===== config.mk =====
export PLATFORM = sky130hd
export DESIGN_NAME = led_arbiter
export DESIGN_NICKNAME = d
export VERILOG_FILES = /design/src/rtl/led_arbiter_pkg.sv /design/src/rtl/led_tick_gen.sv /design/src/rtl/led_arbiter.sv
export SDC_FILE = /design/constraint.sdc
export NUM_CORES = 1
export LEC_CHECK = 0
export BUFFER_PORTS_ARGS = -buffer_cell sky130_fd_sc_hd__buf_4
export CAP_MARGIN = 15
export CORE_MARGIN = 2
export CORE_UTILIZATION = 55
export CTS_CLUSTER_DIAMETER = 200
export DETAILED_ROUTE_END_ITERATION = 6
export PLACE_DENSITY_LB_ADDON = 0.1
export RECOVER_POWER = 100
export SYNTH_ARGS = -nofsm -noshare
export SYNTH_HDL_FRONTEND = slang
export SYNTH_SLANG_ARGS = --single-unit

===== constraint.sdc =====
create_clock -name clk -period 2.4 [get_ports clk]
set_clock_uncertainty 0.1 [all_clocks]
set_input_delay 0.12 -clock clk [delete_from_list [all_inputs] [get_ports clk]]
set_output_delay 0.12 -clock clk [all_outputs]
set_load 0.02 [all_outputs]

===== src/rtl/led_arbiter_pkg.sv =====
// led_arbiter_pkg: shared widths, mode/state encodings and small helpers
// for the LED arbiter slice.
//   N_REQ      number of requesters (bit 0 = highest priority)
//   LED_W      number of board LEDs
//   mode_e     per-requester display mode
//   state_e    arbiter FSM state
//   lowest_bit isolate the lowest set bit of a request vector
//   mode_mask  per-LED enable mask for a mode at the current blink phase
package led_arbiter_pkg;

   localparam int N_REQ = 3;
   localparam int LED_W = 6;

   typedef enum logic [1:0] {
      MODE_OFF   = 2'd0,
      MODE_SOLID = 2'd1,
      MODE_SLOW  = 2'd2,
      MODE_FAST  = 2'd3
   } mode_e;

   typedef enum logic {
      ST_IDLE  = 1'b0,
      ST_OWNED = 1'b1
   } state_e;

   // Two's-complement trick: r & -r keeps only the lowest set bit,
   // which is the highest-priority requester.
   function automatic logic [N_REQ-1:0] lowest_bit(input logic [N_REQ-1:0] r);
      return r & (~r + {{(N_REQ-1){1'b0}}, 1'b1});
   endfunction

   // slow = tick_cnt[5] (64-tick period), fast = tick_cnt[3] (16-tick period)
   function automatic logic [LED_W-1:0] mode_mask(input mode_e m,
                                                  input logic [5:0] tick_cnt);
      case (m)
         MODE_SOLID: return '1;
         MODE_SLOW:  return {LED_W{tick_cnt[5]}};
         MODE_FAST:  return {LED_W{tick_cnt[3]}};
         default:    return '0;
      endcase
   endfunction

endpackage


===== src/rtl/led_tick_gen.sv =====
// led_tick_gen: prescaler plus free-running blink phase counter.
//   clk       system clock
//   rst_n     asynchronous active-low reset
//   tick      one-cycle pulse in the cycle the prescaler wraps
//   tick_cnt  6-bit phase counter, advances on each tick, wraps 63->0
module led_tick_gen #(
   parameter int PRESCALE = 270_000
) (
   input  logic       clk,
   input  logic       rst_n,
   output logic       tick,
   output logic [5:0] tick_cnt
);

   localparam int CW = (PRESCALE > 1) ? $clog2(PRESCALE) : 1;

   logic [CW-1:0] pre_cnt;

   assign tick = (pre_cnt == CW'(PRESCALE - 1));

   always_ff @(posedge clk or negedge rst_n) begin
      if (!rst_n) begin
         pre_cnt  <= '0;
         tick_cnt <= '0;
      end else if (tick) begin
         pre_cnt  <= '0;
         tick_cnt <= tick_cnt + 6'd1;
      end else begin
         pre_cnt  <= pre_cnt + {{(CW-1){1'b0}}, 1'b1};
      end
   end

endmodule


===== src/rtl/led_arbiter.sv =====
// led_arbiter: shares six active-low LEDs among three requesters under
// fixed priority (bit 0 highest) with a minimum ownership time, and shows
// a heartbeat on led[5] when nobody owns the LEDs.
//   clk          system clock
//   rst_n        asynchronous active-low reset
//   req          per-requester request
//   req_pattern  requester i pattern on [6i+5:6i], 1 = lit
//   req_mode     requester i mode on [2i+1:2i] (OFF/SOLID/SLOW/FAST)
//   gnt          registered one-hot owner, zero when idle
//   led          registered active-low LED drive
module led_arbiter
   import led_arbiter_pkg::*;
#(
   parameter int CLK_HZ   = 27_000_000,
   parameter int PRESCALE = 270_000,
   parameter int MIN_HOLD = 50
) (
   input  logic                    clk,
   input  logic                    rst_n,
   input  logic [N_REQ-1:0]        req,
   input  logic [N_REQ*LED_W-1:0]  req_pattern,
   input  logic [N_REQ*2-1:0]      req_mode,
   output logic [N_REQ-1:0]        gnt,
   output logic [LED_W-1:0]        led
);

   if (PRESCALE < 2 || MIN_HOLD < 1 || CLK_HZ < 1) begin : g_bad_param
      $error("led_arbiter: PRESCALE must be >= 2 and MIN_HOLD >= 1");
   end

   localparam int HW = $clog2(MIN_HOLD + 1);

   state_e             state, state_n;
   logic [N_REQ-1:0]   gnt_n;
   logic [N_REQ-1:0]   higher;
   logic [HW-1:0]      hold_cnt, hold_n;
   logic               tick;
   logic [5:0]         tick_cnt;
   logic [LED_W-1:0]   own_pat;
   mode_e              own_mode;
   logic [LED_W-1:0]   led_n;

   led_tick_gen #(.PRESCALE(PRESCALE)) u_tick (
      .clk      (clk),
      .rst_n    (rst_n),
      .tick     (tick),
      .tick_cnt (tick_cnt)
   );

   // With gnt one-hot, gnt-1 sets every bit below the owner: exactly the
   // requesters that outrank it.
   assign higher = req & (gnt - {{(N_REQ-1){1'b0}}, 1'b1});

   always_comb begin
      state_n = state;
      gnt_n   = gnt;
      hold_n  = hold_cnt;
      case (state)
         ST_IDLE: begin
            if (|req) begin
               gnt_n   = lowest_bit(req);
               hold_n  = '0;
               state_n = ST_OWNED;
            end
         end
         ST_OWNED: begin
            if (~|(req & gnt)) begin
               // owner released: plain priority pick, hold rule not involved
               gnt_n   = lowest_bit(req);
               hold_n  = '0;
               state_n = (|req) ? ST_OWNED : ST_IDLE;
            end else if ((|higher) && (hold_cnt == HW'(MIN_HOLD))) begin
               gnt_n  = lowest_bit(higher);
               hold_n = '0;
            end else if (tick && (hold_cnt != HW'(MIN_HOLD))) begin
               hold_n = hold_cnt + {{(HW-1){1'b0}}, 1'b1};
            end
         end
         default: begin
            state_n = ST_IDLE;
            gnt_n   = '0;
            hold_n  = '0;
         end
      endcase
   end

   // Pattern and mode are taken live from the registered owner's inputs.
   always_comb begin
      own_pat  = '0;
      own_mode = MODE_OFF;
      for (int unsigned i = 0; i < N_REQ; i++) begin
         if (gnt[i]) begin
            own_pat  = req_pattern[LED_W*i +: LED_W];
            own_mode = mode_e'(req_mode[2*i +: 2]);
         end
      end
      if (state == ST_IDLE)
         led_n = {~tick_cnt[5], {(LED_W-1){1'b1}}};
      else
         led_n = ~(own_pat & mode_mask(own_mode, tick_cnt));
   end

   always_ff @(posedge clk or negedge rst_n) begin
      if (!rst_n) begin
         state    <= ST_IDLE;
         gnt      <= '0;
         hold_cnt <= '0;
         led      <= '1;
      end else begin
         state    <= state_n;
         gnt      <= gnt_n;
         hold_cnt <= hold_n;
         led      <= led_n;
      end
   end

endmodule


==> results of run 1 <==
-- worst min-delay path by stage --
stage,from,end,slack (ns)
floorplan,rst_n,gnt[0]$_DFFE_PN0P_,-0.28
global placement,rst_n,gnt[0]$_DFFE_PN0P_,0.03
detailed placement,rst_n,gnt[0]$_DFFE_PN0P_,0.03
CTS,req[1],state$_DFF_PN0_,0.002
global route,req[1],state$_DFF_PN0_,0.009
finish,req[1],state$_DFF_PN0_,0.008
-- sequential cells by signal, summed over array words and instances, names as in the netlist --
register         count
gnt                  3
hold_cnt             6
led                  6
state                1
u_tick.pre_cnt      19
u_tick.tick_cnt      6
-- worst max-delay path, stage by stage (launching register included) --
cell and delay, ns:
dfrtp_1 0.39, clkbuf_1 0.27, a222oi_1 0.27, nand2b_1 0.38
a31oi_2 0.07, nor2_1 0.25, mux2_1 0.35
-- layer usage --
metal / track usage / wire length (um)
met5: 0 / 0
met4: 0.04847 / 21
met3: 0.05405 / 269
met2: 0.3762 / 2248
met1: 0.2998 / 2145
-- layout make-up --
cell class | count | share of cell area
multi-input cells | 161 | 0.3966
flip-flops and latches | 41 | 0.3849
repair buffers | 50 | 0.1295
clock buffers | 5 | 0.02563
clock inverters | 3 | 0.02423
well taps | 48 | 0.02237
inverters | 12 | 0.01678
-- cells by family (layout without fill, tap and decap cells) --
group,Yosys count,count (layout),synth area share
DFF,41,41,0.4720
xor gates and xnor gates,22,22,0.08800
and+or+nand+nor,92,92,0.2331
muxes,5,5,0.02400
adders and majority gates,5,5,0.02857
AOI/OAI and AO/OA,37,37,0.1166
buffers and inverters,20,70,0.03771
-- cell usage in the layout, fill, tap and decap left out, drive strengths merged, types with 3 or more instances in the layout --
cell,count
ha,5
a22oi,6
and3,4
xor2,9
clkbuf,18
buf,29
nor3,6
dfrtp,35
a21oi,9
dlygate4sd3,8
nand2,21
o21ai,9
o21bai,3
inv,12
nor2b,4
nor2,20
nand3,6
mux2i,3
xnor2,13
nand4,14
dfstp,6
-- power groups by stage --
stage | Clock [mW] | Combinational, mW | Sequential (mW)
floorplan | 0 | 0.360 | 0.867
global placement | 0 | 0.635 | 0.800
detailed placement | 0 | 0.638 | 0.804
CTS | 0.663 | 0.657 | 0.791
global route | 0.701 | 0.676 | 0.795
finish | 0.655 | 0.615 | 0.790
==> flow_summary.ini, run 1 <==
[timing]
whs_ns = 0.007501
finalSetupViolations = 0
maxSlewViolCount = 0
maxClockFrequency_ghz = 0.4571
tightest_slew_ns = 0.9998
slew_headroom = 0.3335
rsz0062_at_grt = false
worst_slack_ns = 0.2124
hold_viol_final = 0
fin_crit_ns = 2.188
min_period_over_period = 0.9115
fin_setup_tns_ns = 0

[die]
die_y_um = 67.10
rows = 22
die-area_um2 = 4502
initial_core_util = 0.5849
core_area_um2 = 3744
io-pin-count = 38
die_w_um = 67.10

[synthesis]
synth-seq-cells = 41
ys_top_cells_by_count = dfrtp_1 (35), nand2_1 (21), nor2_1 (19)
ys_types = 46
synth.cell_area_um2 = 2190
synth_seq_area_share = 0.4720
ys.flop_type = dfrtp_1
netlist_top_cells_area = dfrtp_1 (40%), dfstp_2 (7.2%), xnor2_1 (5.2%)
synth_top_cell_by_area = dfrtp_1
syn-instance-count = 222
post-synth-top-count-cell = dfrtp_1
synth_edf_count = 0
yosysTopAreaCellShare = 0.4000
synth_nets = 256
async_reset_ff_frac = 1.000
yosysWarnings = 0
syn_avg_cell_area_um2 = 9.863

[finish]
seq_area_um2 = 1033
drive_above_1_share = 0.1801
multi_input_area_um2 = 1065
nNetsFinal = 305
finish.instance_area_um2 = 2685
fillers = 305
final_util = 0.7172
antennaDiodeCount = 0
area_growth_pct = 22.63
finalNonFillerCells = 320

[critical_path]
cp-end-kind = flip-flop
reg2reg_slack_ns = 0.21
rr_worst_depth = 6
worstPathMaxFanout = 13
critPathKind = flip-flop to flip-flop
critPathArrivalTime_ns = 2.26
cp-startpoint = gnt[1]$_DFFE_PN0P_
cp-start-kind = flip-flop
setup.worst_path.end = gnt[2]$_DFFE_PN0P_
reg2reg_to = gnt[2]$_DFFE_PN0P_
r2r-start = gnt[1]$_DFFE_PN0P_
crit_required_ns = 2.47

[clock_tree]
post_cts_buffers = 0
cts_root_buf = clkbuf_8
htree_levels = 2
clk_pin_slew_ns = 0.08
ctsHoldBuffers = 8
cts_resized = 0
cts_max_path_buffers = 2
clock_latency_ns = 0.29
cts.sinks = 41
cts-buffers-inserted = 5
cts_tree = done

[global_routing]
grt.total_usage = 0.2264
first_global_vias = 1689
antenna_found_initial = 0
grt_max_degree = 42
grt_first_pass_wirelength_um = 7665
grt_overflow = 0

[place]
dp_hpwl_um = 3128
placed_area_um2 = 2527
place_ws_ns = 0.3482
gp_congestion = 0.8644
dpl.cell_count = 304
io_buffers = 37

[power]
power_density_nw_per_um2 = 766.9
ir_drop_uv = 501.1
p_total_mw = 2.059
power_switching_mw = 0.6489
p_leak_nw = 1.181
swShare = 0.3151
pwr-share-seq = 0.383
pwr-share-clk = 0.318
p_int_mw = 1.410
comb_power_share = 0.298

[route]
wl_per_cell_um = 14.64
vias = 1797
dr.first_iter.drc_count = 86
ant_nets = 0
dr.pass1.iters = 4
drc = 0
routed_wirelength_um = 4685
viasPerCell = 5.616

[job]
drv_cap = 0

[min_path]
hold_path.class = primary input to flip-flop
hold_depth = 2

[run_status]
status = finished clean
(Power assumes the default switching activity.)
==> run 2, diff against run 1 <==
Settings changed: PLACE_DENSITY set to 0.8, PLACE_DENSITY_LB_ADDON 0.1 to unset.
==> run 2 against run 1 <==
  * Sequential power up 1%
  * Clock power down 2%
  * Hold slack better by 0.042 ns
  * Core utilization up 0.13 points
  * Critical path depth up 2
  * Register-to-register slack better by 0.07 ns
  * Final cell count up 0.31%
  * Global-route usage down 0.063 points
  * Largest cell class unchanged
  * Highest routed layer unchanged
==> flow_summary.ini, run 2 (synthesis results as in run 1) <==
[route]
dr.pass1.iters = 4
viasPerCell = 5.695
wl_per_cell_um = 13.88
routed_wirelength_um = 4456
ant_nets = 0
vias = 1828
drc = 0
dr.first_iter.drc_count = 128

[finish]
drive_above_1_share = 0.1795
mostFrequentLayoutCell = dfrtp_1
antennaDiodeCount = 0
final_util = 0.7186
fillers = 273
regMostFlops = u_tick.pre_cnt
final_cell_mix = dfrtp_1 (35), buf_4 (30), nand2_1 (21), nor2_1 (20), nand4_1 (14)
area_growth_pct = 22.86
finish.instance_area_um2 = 2690
nNetsFinal = 306
largest_reg_flops = 19

[job]
drv_cap = 0

[clock_tree]
cts_resized = 0
cts.sinks = 41
post_cts_buffers = 0
htree_levels = 2
cts_tree = done
cts_max_path_buffers = 2
clock_latency_ns = 0.29
cts-buffers-inserted = 5
cts_root_buf = clkbuf_8
ctsHoldBuffers = 9
clk_pin_slew_ns = 0.08

[global_routing]
antenna_found_initial = 0
grt_overflow = 0
grt_max_degree = 42
grt_first_pass_wirelength_um = 7631
grt.total_usage = 0.2258
first_global_vias = 1826

[timing]
whs_ns = 0.04994
maxSlewViolCount = 0
maxClockFrequency_ghz = 0.4729
hold_viol_final = 0
slew_headroom = 0.3536
worst_slack_ns = 0.2856
min_period_over_period = 0.8810
finalSetupViolations = 0
fin_setup_tns_ns = 0
fin_crit_ns = 2.114
tightest_slew_ns = 0.9696
rsz0062_at_grt = false

[power]
ir_drop_uv = 479.4
power_density_nw_per_um2 = 757.7
p_leak_nw = 1.188

[die]
die-area_um2 = 4502
die_y_um = 67.10
rows = 22
die_w_um = 67.10
io-pin-count = 38
initial_core_util = 0.5849
core_area_um2 = 3744

[run_status]
status = finished clean

[critical_path]
reg2reg_slack_ns = 0.29
setup.worst_path.end = hold_cnt[0]$_DFFE_PN0P_
critPathKind = flip-flop to flip-flop
cp-startpoint = gnt[0]$_DFFE_PN0P_
cp-start-kind = flip-flop
rr_worst_depth = 8
cp-end-kind = flip-flop
crit_required_ns = 2.51
worstPathMaxFanout = 7
critPathArrivalTime_ns = 2.22
r2r-start = gnt[0]$_DFFE_PN0P_
reg2reg_to = hold_cnt[0]$_DFFE_PN0P_

[place]
placed_area_um2 = 2527
place_ws_ns = 0.3647
io_buffers = 37
gp_congestion = 0.8893
dp_hpwl_um = 3095

[min_path]
hold_path.class = primary input to flip-flop
[run 2: cell count changes in the layout (fill, tap and decap cells not counted), sizes merged]
cell         delta
dlygate4sd3     +1
buf             +1
clkbuf          -1
[run 2: routing by layer]
| metal | share of wire | GRT usage |
|---|---|---|
| met1 | 0.45 | 0.2677 |
| met2 | 0.49 | 0.3985 |
| met3 | 0.042 | 0.05574 |
| met4 | 0.016 | 0.07143 |
| met5 | 0 | 0 |
[run 2: worst max-delay path, cell delays in order (launching register included)]
cell	delay, ns
dfrtp_1	0.46
inv_1	0.12
ha_1	0.22
xor2_1	0.15
a211o_1	0.30
a31oi_1	0.21
clkbuf_1	0.21
a21oi_1	0.11
mux2i_1	0.16
[run 2: stage by stage]
stage          std cells  total power [mW]
2_1_floorplan        222             1.227
3_3_place_gp         304             1.430
3_5_place_dp         304             1.442
4_1_cts              321             2.102
5_1_grt              321             2.157
6_report             321             2.038
[run 2: final cells by class]
| class | count | area (um^2) | share of cell area |
|---|---|---|---|
| repair buffers | 51 | 361.6 | 0.1344 |
| flip-flops and latches | 41 | 1033 | 0.3842 |
| clock inverters | 3 | 65.06 | 0.02419 |
| well taps | 48 | 60.06 | 0.02233 |
| inverters | 12 | 45.04 | 0.01674 |
| multi-input cells | 161 | 1056 | 0.3926 |
| clock buffers | 5 | 68.82 | 0.02558 |
[run 2: how the worst min path moves through the flow]
| stage | start | endpoint | cells past startpoint |
|---|---|---|---|
| 4_1_cts | req[1] | gnt[1]$_DFFE_PN0P_ | 3 |
| 5_1_grt | req[0] | gnt[0]$_DFFE_PN0P_ | 3 |
| 3_5_place_dp | rst_n | gnt[2]$_DFFE_PN0P_ | 1 |
| 2_1_floorplan | rst_n | gnt[0]$_DFFE_PN0P_ | 0 |
| 6_report | req[0] | gnt[0]$_DFFE_PN0P_ | 3 |
| 3_3_place_gp | rst_n | gnt[2]$_DFFE_PN0P_ | 1 |
[run 2: power breakdown]
group / switching (mW) / internal, mW
Combinational: 0.362 / 0.234
Sequential: 0.0429 / 0.758
Clock: 0.229 / 0.413
==> run 3, diff against run 2 <==
Clock period 2.4 ns to 2.42 ns, I/O delays scaled along.
==> run 3 against run 2 <==
  * Total power fell by 8.2%
  * Fmax fell by 0.15%
  * Via count fell by 2.5%
  * Core utilization fell by 1.4 points
  * Clock-buffer cell count rose by 2
  * Setup slack improved by 0.017 ns
  * Sequential power fell by 0.5%
  * Critical path type unchanged
  * Highest routed layer unchanged
==> flow_summary.ini, run 3 (synthesis results as in run 1) <==
[run_status]
status = finished clean

[route]
vias = 1782
routed_wirelength_um = 4647
dr.pass1.iters = 4
drc = 0
dr.first_iter.drc_count = 134
viasPerCell = 5.586
wl_per_cell_um = 14.57
ant_nets = 0

[min_path]
hold_path.class = primary input to flip-flop
hp-start = req[1]

[timing]
finalSetupViolations = 0
tightest_slew_ns = 0.9985
rsz0062_at_grt = false
fin_crit_ns = 2.118
slew_headroom = 0.3343
fin_setup_tns_ns = 0
maxSlewViolCount = 0
hold_viol_final = 0
min_period_over_period = 0.8750
maxClockFrequency_ghz = 0.4722

[power]
p_total_mw = 1.871
pwr-share-seq = 0.425
swShare = 0.3359
comb_power_share = 0.313
pwr-share-clk = 0.261
ir_drop_uv = 405.9
power_density_nw_per_um2 = 709.4
p_int_mw = 1.243
p_leak_nw = 1.153
power_switching_mw = 0.6285

[die]
io-pin-count = 38
die_y_um = 67.10
core_area_um2 = 3744
rows = 22
die_w_um = 67.10
initial_core_util = 0.5849
die-area_um2 = 4502

[critical_path]
cp-startpoint = gnt[0]$_DFFE_PN0P_
critPathArrivalTime_ns = 2.20
worstPathMaxFanout = 7
critPathKind = flip-flop to flip-flop
cp-end-kind = flip-flop
critPathSlowestCell = dfrtp_1
crit_required_ns = 2.50
slowest_delay_ns = 0.45
cp-start-kind = flip-flop
worstPathCellList = inv_1 > ha_1 > xor2_1 > a211o_1 > a31oi_1 > nor2_1 > mux2_1
r2r-start = gnt[0]$_DFFE_PN0P_

[place]
gp_congestion = 0.8886
io_buffers = 37
dp_hpwl_um = 3151

[finish]
antennaDiodeCount = 0
drive_above_1_share = 0.1808
mostFrequentLayoutCell = dfrtp_1
nNetsFinal = 304
final_cell_mix = dfrtp_1 (35), buf_4 (30), nand2_1 (21), nor2_1 (20), nand4_1 (14)
area_growth_pct = 20.46
largest_reg_flops = 19
regMostFlops = u_tick.pre_cnt
final_util = 0.7045

[clock_tree]
clk_pin_slew_ns = 0.08
cts_root_buf = clkbuf_8
cts_resized = 0
cts_max_path_buffers = 2
clock_latency_ns = 0.29
cts.sinks = 41
cts_tree = done
htree_levels = 2
cts-buffers-inserted = 5

[global_routing]
grt_overflow = 0
first_global_vias = 1781
antenna_found_initial = 0
grt_max_degree = 42
grt_first_pass_wirelength_um = 7983
grt.total_usage = 0.2365

[job]
drv_cap = 0
-- run 3: cell types whose count changed in the layout (fill, tap and decap cells not counted), sizes merged --
cell,change
clkbuf,+1
dlygate4sd3,-1
bufinv,-2
-- run 3: worst max-delay path, delay by kind of cell (launching register included) --
kind                       cells  cell delay, ns
AOI/OAI and AO/OA              2            0.52
DFF                            1            0.45
muxes                          1            0.34
adders and majority gates      1            0.21
xor gates and xnor gates       1            0.15
and+or+nand+nor                1            0.12
buffers and inverters          1            0.11
-- run 3: layout make-up --
cell class,count,area [um^2]
fillers,309,1106
multi-input cells,161,1050
flip-flops and latches,41,1033
repair buffers,49,347.8
clock buffers,7,96.34
well taps,48,60.06
inverters,12,45.04
clock inverters,1,5.005
-- run 3: path summary, 6_finish.rpt --
check	endpoint	slack (ns)	cells past startpoint
worst max-delay path	gnt[2]$_DFFE_PN0P_	0.30	7
worst min-delay path	state$_DFF_PN0_	0.01	2
worst max register to register	gnt[2]$_DFFE_PN0P_	0.30	7
worst min register to register	u_tick.pre_cnt[0]$_DFF_PN0_	0.35	1
max in group asynchronous	u_tick.pre_cnt[11]$_DFF_PN0_	1.18	2
min in group asynchronous	gnt[2]$_DFFE_PN0P_	0.43	2
-- run 3: metal layers --
layer / track usage / share of wire
met5: 0 / 0
met4: 0.07143 / 0.013
met3: 0.04561 / 0.044
met2: 0.4059 / 0.51
met1: 0.3000 / 0.44
-- run 3: timing repair --
item | 4_1_cts | 5_1_grt
buffers inserted | 0 | 0
endpoints found under the setup margin | 0 | 0
hold buffers | 8 | 0
hold endpoints to repair | 42 | 0
-- run 3: through the flow --
stage          hold slack (ns)  instances  cell area (um^2)  setup slack (ns)
2_1_floorplan          -0.2746        222              2190            0.1684
3_3_place_gp           0.03098        303              2520            0.4222
3_5_place_dp           0.02792        303              2520            0.3609
4_1_cts             0.00008032        319              2701            0.3634
5_1_grt                0.01984        319              2638            0.1299
6_report               0.01422        319              2638            0.3024
-- run 3: power by group through the flow --
stage	combinational [mW]	sequential, mW	clock, mW
2_1_floorplan	0.357	0.859	0
3_3_place_gp	0.614	0.804	0
3_5_place_dp	0.619	0.809	0
4_1_cts	0.633	0.795	0.501
5_1_grt	0.663	0.802	0.534
6_report	0.586	0.796	0.489
